==> src/rtl/sid_pkg.sv <==
// Shared constants, the per-voice register layout and address-map helpers for the SID register bank.
package sid_pkg;

  localparam int unsigned VOICE_REGS  = 7;

  localparam int unsigned OFS_FREQ_LO = 0;
  localparam int unsigned OFS_FREQ_HI = 1;
  localparam int unsigned OFS_PW_LO   = 2;
  localparam int unsigned OFS_PW_HI   = 3;
  localparam int unsigned OFS_CONTROL = 4;
  localparam int unsigned OFS_ATT_DEC = 5;
  localparam int unsigned OFS_SUS_REL = 6;

  localparam int unsigned FOFS_FC_LO    = 0;
  localparam int unsigned FOFS_FC_HI    = 1;
  localparam int unsigned FOFS_RES_FILT = 2;
  localparam int unsigned FOFS_MODE_VOL = 3;
  localparam int unsigned FOFS_POT_X    = 4;
  localparam int unsigned FOFS_POT_Y    = 5;
  localparam int unsigned FOFS_OSC_MON  = 6;
  localparam int unsigned FOFS_ENV_MON  = 7;

  typedef struct packed {
    logic [7:0] freq_hi;
    logic [7:0] freq_lo;
    logic [3:0] pw_hi;
    logic [7:0] pw_lo;
    logic [7:0] control;
    logic [7:0] att_dec;
    logic [7:0] sus_rel;
  } voice_regs_t;

  // First filter register address; voices occupy everything below it.
  function automatic int unsigned filt_base(input int unsigned nvoices);
    return VOICE_REGS * nvoices;
  endfunction

endpackage

==> src/rtl/sid_regbank_if.sv <==
// CPU-side register bus of the SID register bank.
interface sid_regbank_if #(
  parameter int unsigned ADDR_W = 5
);
  logic              cs;
  logic              we;
  logic [ADDR_W-1:0] addr;
  logic [7:0]        data_in;
  logic [7:0]        data_out;

  modport master (output cs, we, addr, data_in, input data_out);
  modport slave  (input cs, we, addr, data_in, output data_out);
endinterface

==> src/rtl/sid_bus_latch.sv <==
// Data-bus latch of the SID: holds the last bus value and clears it after DECAY_TICKS idle ticks.
module sid_bus_latch #(
  parameter int unsigned DECAY_TICKS = 8192
) (
  input  logic       clk32,
  input  logic       reset,
  input  logic       tick,
  input  logic       load,
  input  logic [7:0] load_data,
  output logic [7:0] bus_latch
);
  localparam int unsigned CNT_W = (DECAY_TICKS > 0) ? $clog2(DECAY_TICKS + 1) : 1;

  logic [CNT_W-1:0] r_decay_cnt;
  logic [7:0]       r_bus_latch;

  // A bus transfer always wins over a decay tick in the same cycle.
  always_ff @(posedge clk32) begin
    if (reset) begin
      r_decay_cnt <= '0;
      r_bus_latch <= '0;
    end else if (load) begin
      r_decay_cnt <= CNT_W'(DECAY_TICKS);
      r_bus_latch <= load_data;
    end else if (tick && (r_decay_cnt != '0)) begin
      r_decay_cnt <= r_decay_cnt - CNT_W'(1);
      if (r_decay_cnt == CNT_W'(1)) begin
        r_bus_latch <= '0;
      end
    end
  end

  assign bus_latch = r_bus_latch;

endmodule

==> src/rtl/sid_regbank.sv <==
// Register bank and CPU bus front-end for the SID core: voice/filter registers,
// 1 MHz clock enable and the decaying data-bus latch.
module sid_regbank
  import sid_pkg::*;
#(
  parameter int unsigned NVOICES     = 3,
  parameter int unsigned CLK_DIV     = 32,
  parameter int unsigned DECAY_TICKS = 8192,
  parameter int unsigned ADDR_W      = 5
) (
  input  logic                   clk32,
  input  logic                   reset,
  sid_regbank_if.slave           bus,
  input  logic [7:0]             pot_x,
  input  logic [7:0]             pot_y,
  input  logic [7:0]             osc_mon,
  input  logic [7:0]             env_mon,
  output logic                   ce_1m,
  output logic [NVOICES*16-1:0]  freq,
  output logic [NVOICES*12-1:0]  pw,
  output logic [NVOICES*8-1:0]   control,
  output logic [NVOICES*8-1:0]   att_dec,
  output logic [NVOICES*8-1:0]   sus_rel,
  output logic [NVOICES-1:0]     ctrl_wr,
  output logic [7:0]             fc_lo,
  output logic [7:0]             fc_hi,
  output logic [7:0]             res_filt,
  output logic [7:0]             mode_vol
);
  localparam int unsigned F     = filt_base(NVOICES);
  localparam int unsigned DIV_W = (CLK_DIV > 1) ? $clog2(CLK_DIV) : 1;

  logic              w_wr;
  logic              w_rd;
  logic [ADDR_W-1:0] w_addr_raw;
  logic [31:0]       w_addr;
  logic [31:0]       w_frel;
  logic              w_rd_hit;
  logic [7:0]        w_rd_val;
  logic              w_load;
  logic [7:0]        w_load_data;
  logic [7:0]        w_bus_latch;
  logic [NVOICES-1:0] w_ctrl_hit;

  logic [DIV_W-1:0]   r_div;
  logic               r_ce_1m;
  logic [7:0]         r_data_out;
  logic [NVOICES-1:0] r_ctrl_wr;
  logic [7:0]         r_fc_lo;
  logic [7:0]         r_fc_hi;
  logic [7:0]         r_res_filt;
  logic [7:0]         r_mode_vol;

  assign w_wr       = bus.cs & bus.we;
  assign w_rd       = bus.cs & ~bus.we;
  assign w_addr_raw = bus.addr;
  assign w_addr     = 32'(w_addr_raw);
  // Addresses below F wrap to large values and never match a filter/read slot.
  assign w_frel     = w_addr - 32'(F);

  for (genvar v = 0; v < NVOICES; v++) begin : g_voice
    localparam int unsigned BASE = VOICE_REGS * v;
    logic [31:0] w_rel;
    voice_regs_t r_voice;

    assign w_rel         = w_addr - 32'(BASE);
    assign w_ctrl_hit[v] = w_wr & (w_rel == 32'(OFS_CONTROL));

    always_ff @(posedge clk32) begin
      if (reset) begin
        r_voice <= '0;
      end else if (w_wr) begin
        case (w_rel)
          32'(OFS_FREQ_LO): r_voice.freq_lo <= bus.data_in;
          32'(OFS_FREQ_HI): r_voice.freq_hi <= bus.data_in;
          32'(OFS_PW_LO):   r_voice.pw_lo   <= bus.data_in;
          32'(OFS_PW_HI):   r_voice.pw_hi   <= bus.data_in[3:0];
          32'(OFS_CONTROL): r_voice.control <= bus.data_in;
          32'(OFS_ATT_DEC): r_voice.att_dec <= bus.data_in;
          32'(OFS_SUS_REL): r_voice.sus_rel <= bus.data_in;
          default: ;
        endcase
      end
    end

    assign freq[16*v +: 16]  = {r_voice.freq_hi, r_voice.freq_lo};
    assign pw[12*v +: 12]    = {r_voice.pw_hi, r_voice.pw_lo};
    assign control[8*v +: 8] = r_voice.control;
    assign att_dec[8*v +: 8] = r_voice.att_dec;
    assign sus_rel[8*v +: 8] = r_voice.sus_rel;
  end

  always_ff @(posedge clk32) begin
    if (reset) begin
      r_fc_lo    <= '0;
      r_fc_hi    <= '0;
      r_res_filt <= '0;
      r_mode_vol <= '0;
    end else if (w_wr) begin
      case (w_frel)
        32'(FOFS_FC_LO):    r_fc_lo    <= bus.data_in;
        32'(FOFS_FC_HI):    r_fc_hi    <= bus.data_in;
        32'(FOFS_RES_FILT): r_res_filt <= bus.data_in;
        32'(FOFS_MODE_VOL): r_mode_vol <= bus.data_in;
        default: ;
      endcase
    end
  end

  // Read-only sources; everything else reads back the bus latch.
  always_comb begin
    w_rd_hit = 1'b0;
    w_rd_val = '0;
    case (w_frel)
      32'(FOFS_POT_X):   begin w_rd_hit = 1'b1; w_rd_val = pot_x;   end
      32'(FOFS_POT_Y):   begin w_rd_hit = 1'b1; w_rd_val = pot_y;   end
      32'(FOFS_OSC_MON): begin w_rd_hit = 1'b1; w_rd_val = osc_mon; end
      32'(FOFS_ENV_MON): begin w_rd_hit = 1'b1; w_rd_val = env_mon; end
      default: ;
    endcase
  end

  assign w_load      = w_wr | (w_rd & w_rd_hit);
  assign w_load_data = w_wr ? bus.data_in : w_rd_val;

  always_ff @(posedge clk32) begin
    if (reset) begin
      r_data_out <= '0;
      r_ctrl_wr  <= '0;
    end else begin
      r_ctrl_wr <= w_ctrl_hit;
      if (!w_rd) begin
        r_data_out <= '0;
      end else if (w_rd_hit) begin
        r_data_out <= w_rd_val;
      end else begin
        r_data_out <= w_bus_latch;
      end
    end
  end

  // 1 MHz enable: registered compare so the first pulse lands one cycle after div starts.
  always_ff @(posedge clk32) begin
    if (reset) begin
      r_div   <= '0;
      r_ce_1m <= 1'b0;
    end else begin
      r_ce_1m <= (r_div == '0);
      r_div   <= (r_div == DIV_W'(CLK_DIV - 1)) ? '0 : r_div + DIV_W'(1);
    end
  end

  sid_bus_latch #(
    .DECAY_TICKS (DECAY_TICKS)
  ) u_bus_latch (
    .clk32     (clk32),
    .reset     (reset),
    .tick      (r_ce_1m),
    .load      (w_load),
    .load_data (w_load_data),
    .bus_latch (w_bus_latch)
  );

  assign bus.data_out = r_data_out;
  assign ce_1m        = r_ce_1m;
  assign ctrl_wr      = r_ctrl_wr;
  assign fc_lo        = r_fc_lo;
  assign fc_hi        = r_fc_hi;
  assign res_filt     = r_res_filt;
  assign mode_vol     = r_mode_vol;

endmodule

==> src/flat_wrapper.sv <==
// flat-port wrapper written by rule: the top's interface ports become plain ports
module sid_regbank_flat import sid_pkg::*;
#(
  parameter int unsigned NVOICES     = 3,
  parameter int unsigned CLK_DIV     = 32,
  parameter int unsigned DECAY_TICKS = 8192,
  parameter int unsigned ADDR_W      = 5
)
  (clk32, reset, pot_x, pot_y, osc_mon, env_mon, ce_1m, freq, pw, control, att_dec, sus_rel, ctrl_wr, fc_lo, fc_hi, res_filt, mode_vol, bus_cs, bus_we, bus_addr, bus_data_in, bus_data_out);
  sid_regbank_if #(.ADDR_W(ADDR_W)) bus_i ();
  input  logic clk32;
  input  logic reset;
  input  logic [7:0] pot_x;
  input  logic [7:0] pot_y;
  input  logic [7:0] osc_mon;
  input  logic [7:0] env_mon;
  output logic ce_1m;
  output logic [NVOICES*16-1:0] freq;
  output logic [NVOICES*12-1:0] pw;
  output logic [NVOICES*8-1:0] control;
  output logic [NVOICES*8-1:0] att_dec;
  output logic [NVOICES*8-1:0] sus_rel;
  output logic [NVOICES-1:0] ctrl_wr;
  output logic [7:0] fc_lo;
  output logic [7:0] fc_hi;
  output logic [7:0] res_filt;
  output logic [7:0] mode_vol;
  input wire logic [$bits(bus_i.cs)-1:0] bus_cs;
  input wire logic [$bits(bus_i.we)-1:0] bus_we;
  input wire logic [$bits(bus_i.addr)-1:0] bus_addr;
  input wire logic [$bits(bus_i.data_in)-1:0] bus_data_in;
  output wire logic [$bits(bus_i.data_out)-1:0] bus_data_out;
  assign bus_i.cs = bus_cs;
  assign bus_i.we = bus_we;
  assign bus_i.addr = bus_addr;
  assign bus_i.data_in = bus_data_in;
  assign bus_data_out = bus_i.data_out;
  sid_regbank #(.NVOICES(NVOICES), .CLK_DIV(CLK_DIV), .DECAY_TICKS(DECAY_TICKS), .ADDR_W(ADDR_W)) u_core (.clk32(clk32), .reset(reset), .bus(bus_i), .pot_x(pot_x), .pot_y(pot_y), .osc_mon(osc_mon), .env_mon(env_mon), .ce_1m(ce_1m), .freq(freq), .pw(pw), .control(control), .att_dec(att_dec), .sus_rel(sus_rel), .ctrl_wr(ctrl_wr), .fc_lo(fc_lo), .fc_hi(fc_hi), .res_filt(res_filt), .mode_vol(mode_vol));
endmodule
==> config.mk <==
export PLATFORM = sky130hd
export DESIGN_NAME = sid_regbank_flat
export DESIGN_NICKNAME = d
export VERILOG_FILES = /design/src/rtl/sid_pkg.sv /design/src/rtl/sid_regbank_if.sv /design/src/rtl/sid_bus_latch.sv /design/src/rtl/sid_regbank.sv /design/src/flat_wrapper.sv
export SDC_FILE = /design/constraint.sdc
export NUM_CORES = 1
export LEC_CHECK = 0
export ABC_AREA = 1
export CELL_PAD_IN_SITES_DETAIL_PLACEMENT = 0
export CELL_PAD_IN_SITES_GLOBAL_PLACEMENT = 1
export CORE_ASPECT_RATIO = 1.75
export CORE_MARGIN = 5
export CORE_UTILIZATION = 37
export DETAILED_ROUTE_END_ITERATION = 6
export PLACE_DENSITY = 0.83
export RECOVER_POWER = 100
export SLEW_MARGIN = 20
export SYNTH_ARGS = -nofsm -noshare
export SYNTH_HDL_FRONTEND = slang
export SYNTH_SLANG_ARGS = --single-unit
==> constraint.sdc <==
create_clock -name clk32 -period 4.64 [get_ports clk32]
set_input_delay 0.464 -clock clk32 [delete_from_list [all_inputs] [get_ports clk32]]
set_output_delay 0.464 -clock clk32 [all_outputs]
set_load 0.1 [all_outputs]
==> impl_metrics.ini <==
[outcome]
run_status = finished, final reports clean

[clocking]
hold_buffers = 0
cts_resized = 0
cts_buffers = 22
cts_tree = built
clk_latency_ps = 500
clkTransAtPathRegs_ps = 70
htree_num_levels = 1
root_buffer = clkbuf_16
cts_sinks = 227
post_cts_buffers = 0
cts-root-to-sink-buffers = 3

[critical_path]
crit_fanout = 26
slowest_stage = dlygate4sd3_1
crit_path_frequent_cell = nand2_1
endpoint_kind = flip-flop
arrival_ps = 3840
crit_buf_inv = 2
startpoint_type = input port
crit_chain = dlygate4sd3_1 > inv_1 > ha_1 > nand2_1 > nand2_1 > nand2_1 > nand2_1 > nor2_8 > o211ai_1 > nand2_4 > nand2_1 > nand3_1 > nor3b_1
slowest_delay_ps = 690
path_class = input port to flip-flop
crit_family = simple AND/OR/NAND/NOR gates
cp.required_ps = 5000

[power_and_ir_drop]
switching_share_pct = 27.0
p_seq_share_pct = 44.9
combPwrFrac_pct = 13.8
power_density_mw_per_mm2 = 376
p_leak_nw = 5.29
p_int_mw = 3.30
ir_worst_vdd_v = 0.000257
p_sw_mw = 1.22
clkPwrFrac_pct = 41.3

[global_routing]
use_met2_pct = 39.6
grt_overflow_total = 0
grt.busiest_layer = met2
gr-usage-all-layers_pct = 20.6
antenna_found_initial = 0
grt_use_met3_pct = 4.69
grt_pass1_wl_microns = 44300
grt_pass1_vias = 7815
groute.layer.met1.usage_pct = 22.0
grt_max_degree = 97

[layout]
design_area_sq_mm = 0.0120
utilization_pct = 51.6
drive_above_1_share_pct = 4.80
syn2layout_area_growth_pct = 37.7
multiInputGateArea_sq_mm = 0.00350
n_antenna_cell = 0
nFillCells = 2281
nets = 1355
area.sequential_sq_mm = 0.00454

[placed_design]
numPortBuffers = 248
placed_area_sq_mm = 0.0114
gp_congestion = 0.913
hpwl_microns = 20600

[synthesis]
synth_common_cells = dfxtp_1 (227), a21oi_1 (214), o21ai_0 (167), nand2_1 (96), nand3_1 (80)
netlist_area_sq_mm = 0.00874
syn_nets = 1140
ys_types = 35
synth_top_area_share_pct = 52.0
synth.area.top_cells = dfxtp_1 (52%), a21oi_1 (12%), o21ai_0 (9.6%)
async_reset_ff_share_pct = 0
syn_area_per_cell_sq_um = 8.08
netlist_instances = 1082
ys_seq_area_share_pct = 52.0
ys_ff_latch = 227
synth_area_leader_cell = dfxtp_1
ys.flop_type = dfxtp_1
synth_edf_count = 0
synth_warnings = 0
yosysMostFrequentCell = dfxtp_1

[floorplan]
die_x_microns = 126
dieArea_sq_mm = 0.0269
initial_core_util_pct = 37.5
die_h_microns = 213
coreArea_sq_mm = 0.0233
pin_count = 249
rows = 74

[timing]
finalSetupTns_ps = 0
period_minus_slack_ps = 3490
fmax_mhz = 287
tightest_slew_ps = 1230
rsz0062_at_grt = false
fin_crit_sh_pct = 75.1
hold_violations = 0
slew_violations = 0
finClkSkew_ps = 13.3
finalSetupViolCount = 0
relSlewSlack_pct = 18.2

[route]
drc = 0
wl_per_cell_microns = 18.2
vias = 8203
wirelength_microns = 29400
drtIter0Drc = 458
ant_nets = 0
viasPerCell = 5.08
firstDrtPassIters = 5

[job]
maxCapViolCount = 0

[hold_path]
hold_path_class = flip-flop to flip-flop
placed cells by master, fill, tap and decap left out, types with 11 or more instances in the layout:
master / count
nand4_1: 13
clkdlybuf4s50_1: 46
inv_1: 74
nand2_1: 99
dlygate4sd3_1: 202
a21oi_1: 215
nor3_1: 11
o21ai_0: 168
clkbuf_16: 23
nor2_1: 79
dfxtp_1: 227
nand3_1: 82
layer usage:
metal	up-vias	share of wire (%)
li1	4108	-
met2	228	54
met3	53	5.8
met4	0	3.5
met5	-	0
met1	3814	37
stage by stage:
stage,instances,setup WS (ps),power (mW),hold WS [ps]
global placement,1577,1570,2.71,416
floorplan,1082,2730,2.52,402
finish,1616,1150,4.53,436
detailed placement,1577,1520,2.72,428
CTS,1616,2010,4.58,444
global route,1616,897,4.73,453
final timing paths:
kind / start / end / slack [ps] / depth (start not counted)
max: bus_addr[1] / u_core.u_bus_latch.r_decay_cnt[8]$_SDFFE_PP0P_ / 1150 / 13
min: u_core.r_div[4]$_SDFF_PP0_ / u_core.ce_1m$_SDFF_PP0_ / 440 / 1
max reg2reg: u_core.u_bus_latch.r_decay_cnt[0]$_SDFFE_PP0P_ / u_core.u_bus_latch.r_decay_cnt[8]$_SDFFE_PP0P_ / 2710 / 10
min reg2reg: u_core.r_div[4]$_SDFF_PP0_ / u_core.ce_1m$_SDFF_PP0_ / 440 / 1
sequential cells by signal, indices dropped and copies added (netlist names):
signal / cells
u_core.r_div: 5
u_core.u_bus_latch.bus_latch: 8
u_core.ce_1m: 1
u_core.bus.data_out: 8
u_core.control: 24
u_core.pw: 36
u_core.fc_hi: 8
u_core.att_dec: 24
u_core.freq: 48
u_core.ctrl_wr: 3
u_core.res_filt: 8
u_core.fc_lo: 8
u_core.mode_vol: 8
u_core.u_bus_latch.r_decay_cnt: 14
u_core.sus_rel: 24
final cells by class:
cell class                 count  share of cell area [%]
clock buffer                  31                    5.53
tap                          304                    3.16
clock inverter                 8                   0.811
sequential                   227                    37.7
timing repair buffer         255                    21.0
inverter                      84                    2.63
multi-input combinational    707                    29.1
power by group through the flow:
stage	Combinational, mW	Clock, mW	Sequential (mW)
floorplan	0.362	0	2.16
global placement	0.633	0	2.08
detailed placement	0.639	0	2.08
CTS	0.642	1.91	2.03
global route	0.698	1.99	2.04
finish	0.625	1.87	2.03
kinds of logic (layout without fill, tap and decap cells):
| logic type | count (synthesis) | after routing | share of synthesized area, % |
|---|---|---|---|
| xor+xnor | 3 | 3 | 0.301 |
| flops | 227 | 227 | 52.0 |
| compound gates | 389 | 389 | 22.8 |
| simple gates | 306 | 306 | 16.5 |
| buf+inv | 148 | 378 | 7.14 |
| fa+ha+maj | 9 | 9 | 1.29 |
Note: power is estimated with default switching activity, not from simulation.
